$ cat config.mk
export PLATFORM = sky130hd
export DESIGN_NAME = untransrf_b4r5g3
export DESIGN_NICKNAME = d
export VERILOG_FILES = /design/src/rtl/untransrf_pkg.sv /design/src/rtl/rf_ptr_wrap.sv /design/src/rtl/untransrf_b4r5g3.sv
export SDC_FILE = /design/constraint.sdc
export NUM_CORES = 1
export LEC_CHECK = 0
export BUFFER_PORTS_ARGS = -buffer_cell sky130_fd_sc_hd__buf_4
export CORE_UTILIZATION = 60
export CTS_CLUSTER_DIAMETER = 50
export DETAILED_ROUTE_END_ITERATION = 16
export PLACE_DENSITY = 0.8
export SYNTH_ARGS = -nofsm -noshare
export SYNTH_HDL_FRONTEND = slang
export SYNTH_HIERARCHICAL = 1
export SYNTH_SLANG_ARGS = --single-unit
$ cat constraint.sdc
create_clock -name clk_w -period 3.68 [get_ports clk_w]
set_input_delay 0.368 -clock clk_w [delete_from_list [all_inputs] [get_ports clk_w]]
set_output_delay 0.368 -clock clk_w [all_outputs]
set_load 0.02 [all_outputs]
$ cat src/rtl/untransrf_pkg.sv
// Shared sizing and index types for the untransrf parallel-to-serial register file.
package untransrf_pkg;

  localparam int unsigned BITS   = 4;
  localparam int unsigned ROWS   = 5;
  localparam int unsigned GROUPS = 3;
  localparam int unsigned WORD_W = BITS * ROWS;

  localparam int unsigned GRP_W = $clog2(GROUPS);
  localparam int unsigned ROW_W = $clog2(ROWS);
  localparam int unsigned CNT_W = $clog2(GROUPS + 1);

  typedef logic [GRP_W-1:0] grp_idx_t;
  typedef logic [ROW_W-1:0] row_idx_t;
  typedef logic [CNT_W-1:0] cnt_t;

endpackage

$ cat src/rtl/rf_ptr_wrap.sv
// Modulo-N pointer with enable; wrap pulses in the cycle the pointer steps from N-1 back to 0.
module rf_ptr_wrap #(
  parameter int unsigned N = 3,
  parameter int unsigned W = 2
) (
  input  logic         clk_w,
  input  logic         rst_n,
  input  logic         en,
  output logic [W-1:0] ptr,
  output logic         wrap
);

  localparam logic [W-1:0] LAST = W'(N - 1);

  logic [W-1:0] ptr_q;

  assign wrap = en && (ptr_q == LAST);
  assign ptr  = ptr_q;

  always_ff @(posedge clk_w or negedge rst_n) begin
    if (!rst_n) begin
      ptr_q <= '0;
    end else if (en) begin
      ptr_q <= wrap ? '0 : ptr_q + 1'b1;
    end
  end

endmodule

$ cat src/rtl/untransrf_b4r5g3.sv
// 20-bit-in / 4-bit-out register file: one wide write per group, five nibble reads drain it.
// Define UNTRANSRF_ZERO_IDLE_EN to force r_data to 0 after any cycle without an accepted read.
module untransrf_b4r5g3
  import untransrf_pkg::*;
(
  input  logic              clk_w,
  input  logic              rst_n,
  input  logic              w_en,
  input  logic [WORD_W-1:0] w_data,
  input  logic              r_en,
  output logic [BITS-1:0]   r_data,
  output logic              r_valid,
  output logic              r_last,
  output logic              rf_full,
  output logic              rf_empty
);

  logic [BITS-1:0] mem_q [GROUPS][ROWS];

  grp_idx_t w_group;
  grp_idx_t r_group;
  row_idx_t r_addr;
  cnt_t     count_q, count_d;

  logic w_acc, r_acc, r_free;
  logic unused_w_wrap, unused_r_wrap;

  logic [BITS-1:0] r_data_q;
  logic            r_valid_q, r_last_q;

  assign rf_full  = (count_q == cnt_t'(GROUPS));
  assign rf_empty = (count_q == '0);

  // Full blocks writes even when this cycle frees a group: no bypass.
  assign w_acc = w_en && !rf_full;
  assign r_acc = r_en && !rf_empty;

  rf_ptr_wrap #(
    .N (GROUPS),
    .W (GRP_W)
  ) u_w_group (
    .clk_w (clk_w),
    .rst_n (rst_n),
    .en    (w_acc),
    .ptr   (w_group),
    .wrap  (unused_w_wrap)
  );

  rf_ptr_wrap #(
    .N (ROWS),
    .W (ROW_W)
  ) u_r_addr (
    .clk_w (clk_w),
    .rst_n (rst_n),
    .en    (r_acc),
    .ptr   (r_addr),
    .wrap  (r_free)
  );

  rf_ptr_wrap #(
    .N (GROUPS),
    .W (GRP_W)
  ) u_r_group (
    .clk_w (clk_w),
    .rst_n (rst_n),
    .en    (r_free),
    .ptr   (r_group),
    .wrap  (unused_r_wrap)
  );

  always_comb begin
    count_d = count_q;
    unique case ({w_acc, r_free})
      2'b10:   count_d = count_q + 1'b1;
      2'b01:   count_d = count_q - 1'b1;
      default: count_d = count_q;
    endcase
  end

  always_ff @(posedge clk_w or negedge rst_n) begin
    if (!rst_n) begin
      count_q <= '0;
    end else begin
      count_q <= count_d;
    end
  end

  // Row 0 sits in the top nibble of the word and is read out first.
  always_ff @(posedge clk_w or negedge rst_n) begin
    if (!rst_n) begin
      for (int g = 0; g < GROUPS; g++) begin
        for (int r = 0; r < ROWS; r++) begin
          mem_q[g][r] <= '0;
        end
      end
    end else if (w_acc) begin
      for (int r = 0; r < ROWS; r++) begin
        mem_q[w_group][r] <= w_data[WORD_W-1-r*BITS -: BITS];
      end
    end
  end

  always_ff @(posedge clk_w or negedge rst_n) begin
    if (!rst_n) begin
      r_data_q  <= '0;
      r_valid_q <= 1'b0;
      r_last_q  <= 1'b0;
    end else begin
      r_valid_q <= r_acc;
      r_last_q  <= r_free;
      if (r_acc) begin
        r_data_q <= mem_q[r_group][r_addr];
      end
`ifdef UNTRANSRF_ZERO_IDLE_EN
      else begin
        r_data_q <= '0;
      end
`endif
    end
  end

  assign r_data  = r_data_q;
  assign r_valid = r_valid_q;
  assign r_last  = r_last_q;

endmodule

Word level (Yosys, flattened, before mapping)
Cells that the tools add are included.
{"block": "classes", "bitwise": 3, "addsub": 5, "n_mux": 25, "order_cmp": 4, "reduce_logical": 10, "n_eq_ne": 6}
{"op": "60-bit bitwise mux", "n": 5}
{"op": "20-bit demux with 2-bit select", "n": 5}
{"op": "20-bit 2-to-1 mux", "n": 3}
{"op": "20-bit binary-select mux with 2-bit select", "n": 1}
{"op": "16-bit 2-to-1 mux", "n": 1}
{"op": "4-bit binary-select mux with 3-bit select", "n": 1}
{"op": "12-bit 2-to-1 mux", "n": 1}
{"op": "4-bit 2-to-1 mux", "n": 3}
{"op": "2-bit == test (second input constant)", "n": 4}
{"op": "8-bit 2-to-1 mux", "n": 1}
{"op": "2-bit by 1-bit adder with 2-bit output (second input constant)", "n": 3}
{"op": "3-bit greater-or-equal comparator (second input constant)", "n": 2}
{"op": "1-bit logical AND", "n": 6}
{"op": "2-bit inverter with 3-bit output", "n": 2}
{"op": "4-bit greater-or-equal comparator (second input constant)", "n": 1}
{"op": "2-bit 2-to-1 mux", "n": 2}
{"op": "3-bit inverter with 4-bit output", "n": 1}
{"op": "2-bit case mux with 2 select lines", "n": 1}
{"op": "3-bit by 1-bit adder with 3-bit output (second input constant)", "n": 1}
{"op": "3-bit == test (second input constant)", "n": 1}
{"op": "3-bit by 1-bit less-than comparator with 1-bit output (second input constant)", "n": 1}
{"op": "3-bit 2-to-1 mux", "n": 1}
{"op": "2-bit by 1-bit == test with 1-bit output (second input constant)", "n": 1}
{"op": "1-bit logical NOT", "n": 2}
{"op": "other kinds (3)", "n": 3}
{"block": "totals", "wordCells": 75, "input_bits": 24, "out_inout_bits": 8, "register_bits": 75}

Logic depth before layout (Yosys ltp)
{"block": "logic_depth", "depth_word": 10, "depth_mapped": 7, "depth_no_buf": 7}

Hierarchy
The synthesis kept the hierarchy.
{"mod": "untransrf_b4r5g3", "n_inst": 1, "area_per_inst_um2": 3105.5, "seq_area_each_um2": 1701.6, "cells_each": 209}
{"mod": "rf_ptr_wrap at u_r_group ...", "n_inst": 2, "area_per_inst_um2": 92.6, "seq_area_each_um2": 50.0, "cells_each": 7}
{"mod": "rf_ptr_wrap at u_r_addr", "n_inst": 1, "area_per_inst_um2": 167.7, "seq_area_each_um2": 75.1, "cells_each": 17}

Worst setup path after synthesis
No wires, ideal clock.
{"block": "synth_path", "path_type": "reg-to-reg", "start": "register count_q[0]", "end": "register count_q[1]", "required_time_ns": 3.601, "n_path_buf": 0, "path_stages_with_launch": 7, "synth_period_minus_slack_ns": 1.793, "t_arrival_ns": 1.713, "setup_slack_ns": 1.887, "cell_sequence": "dfrtp_1 o21ai_1 inv_1 and3_2 ha_1 nor2_1 xor2_1"}
{"block": "synth_via", "elab_chain_len": 6}
{"item": "start: declaration", "line": "untransrf_b4r5g3.sv:23", "text": "cnt_t count_q, count_d;"}
{"item": "start signal: assignment", "line": "untransrf_b4r5g3.sv:84", "text": "count_q <= count_d;"}
{"item": "2-bit logical NOT *", "line": "untransrf_b4r5g3.sv:32", "text": "assign rf_empty = (count_q == '0);"}
{"item": "1-bit logical NOT *", "line": "untransrf_b4r5g3.sv:36", "text": "assign r_acc = r_en && !rf_empty;"}
{"item": "1-bit logical AND *", "line": "untransrf_b4r5g3.sv:36"}
{"item": "net r_acc", "line": "untransrf_b4r5g3.sv:25", "text": "logic w_acc, r_acc, r_free;"}
{"item": "1-bit logical AND *", "line": "rf_ptr_wrap.sv:17", "text": "assign wrap = en && (ptr_q == LAST);"}
{"item": "net r_free", "line": "untransrf_b4r5g3.sv:25"}
{"item": "2-bit by 1-bit == test with 1-bit output or 2-bit == test (tied branches)", "line": "untransrf_b4r5g3.sv:73", "text": "unique case ({w_acc, r_free})"}
{"item": "2-bit case mux with 2 select lines or 2-bit nonzero test (tied branches)"}
Mark *: on every way through the listed nets, which the timed path passes. The rest lies on a longest branch.
A chain may end at the register's enable or synchronous reset.

Worst setup path after layout
{"block": "layout_path", "start": "register u_r_addr.ptr_q[0] (netlist: u_r_addr/ptr[0])", "end": "register count_q[1]"}
{"block": "layout_via", "elab_chain_len": 4}
{"item": "start: declaration", "line": "rf_ptr_wrap.sv:15", "text": "logic [W-1:0] ptr_q;"}
{"item": "start signal: assignment", "line": "rf_ptr_wrap.sv:24", "text": "ptr_q <= wrap ? '0 : ptr_q + 1'b1;"}
{"item": "3-bit == test *", "line": "rf_ptr_wrap.sv:17"}
{"item": "1-bit logical AND *", "line": "rf_ptr_wrap.sv:17"}
{"item": "net r_free", "line": "untransrf_b4r5g3.sv:25"}
{"item": "2-bit by 1-bit == test with 1-bit output or 2-bit == test (tied branches)", "line": "untransrf_b4r5g3.sv:73"}
{"item": "2-bit case mux with 2 select lines or 2-bit nonzero test (tied branches)"}
Marks and branches as above.

==> results.py <==
metrics = {
    "power_and_ir_drop": {
        "switchingPower_uw": 1160,
        "cellPowerDensity_mw_per_mm2": 925,
        "clock_power_share_pct": 20.8,
        "sw_frac_of_total_pct": 32.0,
        "seqPwrFrac_pct": 44.2,
        "p_leak_uw": 0.00175,
        "intPower_uw": 2470,
        "irDropWorstVdd_v": 0.000488,
        "pwr-share-comb_pct": 35.1,
    },
    "global_routing": {
        "grt_remaining_overflow": 0,
        "antenna_found_initial": 0,
        "track_usage_pct": 24.9,
        "grt_pass1_wl_um": 11100,
        "grt_max_degree": 76,
        "grt_pass1_vias": 2159,
    },
    "clock_tree": {
        "cts-htree-levels": 3,
        "root_buffer": "clkbuf_8",
        "clk_latency_ns": 0.35,
        "clock_path_buffers": 2,
        "path_clk_slew_ns": 0.08,
        "tritoncts": "done",
        "cts.sinks": 75,
        "cts_hold_buf": 0,
        "cts_resized": 0,
        "cts_setup_buffers": 0,
        "cts_buffers": 9,
    },
    "sta": {
        "rsz0062_at_grt": "false",
        "hold_viol_final": 0,
        "max_slew.worst_pin.slew_ns": 0.952,
        "tns_ns": 0,
        "fin_skew_ns": 0.00744,
        "max_slew_margin_pct": 36.4,
        "period_minus_slack_ns": 2.24,
        "max_freq_mhz": 446,
        "timing.final.crit_share_pct": 60.9,
        "slew_violations": 0,
        "worst_hold_slack_ns": 0.156,
        "setup_violations": 0,
    },
    "placement": {
        "hpwl_um": 4230,
        "port_buffers": 31,
        "placedInstanceArea_mm2": 0.00369,
        "place.gp.congestion": 0.709,
    },
    "critical_path": {
        "r2r_end": "count_q[1]",
        "slowest_delay_ns": 0.86,
        "cp-end-kind": "flop",
        "start_kind": "flop",
        "crit_fanout": 18,
        "path_class": "flop to flop",
        "required_ns": 3.94,
        "r2r_cells": 6,
        "path_cells": "inv_1, ha_1, and3_2, ha_1, nor2_1, xor2_1",
        "reg2reg_from": "u_r_addr/ptr[0]",
        "crit_start": "u_r_addr/ptr[0]",
        "crit_top_cell": "ha_1",
        "r2r_slack_ns": 1.44,
        "crit_arrival_ns": 2.50,
        "crit_slowest_cell": "dfrtp_1",
    },
    "logic_synthesis": {
        "synthCells": 238,
        "syn_nets": 265,
        "post_synth.cell_area_avg_um2": 14.4,
        "syn_area_mm2": 0.00344,
        "yosys_warnings": 6,
    },
    "cells_and_area": {
        "stdcell_area_mm2": 0.00394,
        "nets": 297,
        "multi_input_area_mm2": 0.00146,
        "antenna-diode-count": 0,
        "drive_gt1_share_pct": 45.5,
        "fillers": 371,
        "synthToLayoutAreaGrowth_pct": 14.4,
        "register_area_mm2": 0.00188,
    },
    "min_path": {
        "hold_path.class": "input pin to async pin",
    },
    "drt": {
        "routed_wl_um": 6540,
        "wl_met2_um": 3260,
        "wl_met1_um": 2850,
        "route.detailed.wl_per_inst_um": 18.8,
        "viasPerCell": 5.98,
        "route.antenna.remaining_nets": 0,
        "dr_wl_met3_um": 301,
        "drc": 0,
        "via_count": 2075,
        "dr.pass1.iters": 4,
        "top_layer_used": "met4",
        "drtIter0Drc": 98,
    },
    "job": {
        "cap_violations": 0,
    },
    "die": {
        "core-area_mm2": 0.00551,
        "die_x_um": 77.7,
        "dieArea_mm2": 0.00604,
        "floorplan.initialDensity_pct": 62.4,
        "io_pins": 32,
        "rows": 27,
        "die_y_um": 77.7,
    },
    "outcome": {
        "status": "completed",
    },
}
## worst max path at each step
stage / slack (ns) / cells past startpoint / to
2_1_floorplan: 1.89 / 6 / count_q[1]
3_3_place_gp: 1.53 / 6 / count_q[1]
3_5_place_dp: 1.50 / 4 / r_data[0]
4_1_cts: 1.44 / 6 / count_q[1]
5_1_grt: 1.33 / 6 / count_q[1]
6_report: 1.44 / 6 / count_q[1]
## area by class of cell
cell class | count | share of cell area, %
Clock buffer | 13 | 4.55
Clock inverter | 3 | 1.72
Inverter | 4 | 0.382
Multi-Input combinational cell | 147 | 37.1
Sequential cell | 75 | 47.7
Tap cell | 72 | 2.29
Timing Repair Buffer | 33 | 6.30
## routing by layer
layer,global-route usage [%],vias up
met5,0,-
met4,11.9,0
met3,4.94,12
met2,39.7,49
met1,32.8,1073
li1,-,941
## sequential cells by signal (all words and copies together) (netlist names)
register	count
u_r_addr/ptr	3
mem_q	60
u_w_group/ptr	2
u_r_group/ptr	2
r_valid	1
count_q	2
r_data	4
r_last	1
## metrics by stage
stage	utilization, %	power [µW]	setup WS, ns	std cells
finish	71.5	3640	1.44	347
global route	71.5	3850	1.33	347
CTS	71.5	3660	1.44	347
detailed placement	67.0	2900	1.50	331
global placement	67.0	2830	1.53	331
floorplan	-	2560	1.89	238
## critical path, delay by kind of cell, from the launching register on
| kind | cells | cell delay, ns |
|---|---|---|
| XOR/XNOR | 1 | 0.17 |
| adder cells (fa/ha/maj) | 2 | 0.58 |
| buffers and inverters | 1 | 0.14 |
| flip-flops | 1 | 0.86 |
| AND/OR/NAND/NOR | 2 | 0.41 |
## power groups by stage
stage | logic, µW | registers (µW) | clock network [µW]
5_1_grt | 1380 | 1670 | 801
4_1_cts | 1290 | 1610 | 763
3_5_place_dp | 1280 | 1620 | 0
6_report | 1280 | 1610 | 756
3_3_place_gp | 1230 | 1600 | 0
2_1_floorplan | 1110 | 1450 | 0
## layout by cell type, fill, tap and decap left out, types with 5 or more instances in the layout
| cell | count |
|---|---|
| mux2_2 | 60 |
| dfrtp_1 | 75 |
| clkbuf_8 | 13 |
| mux2i_1 | 14 |
| nor2_1 | 9 |
| nand2_1 | 8 |
| buf_4 | 33 |
| o21ai_0 | 5 |
(Power assumes the default switching activity.)
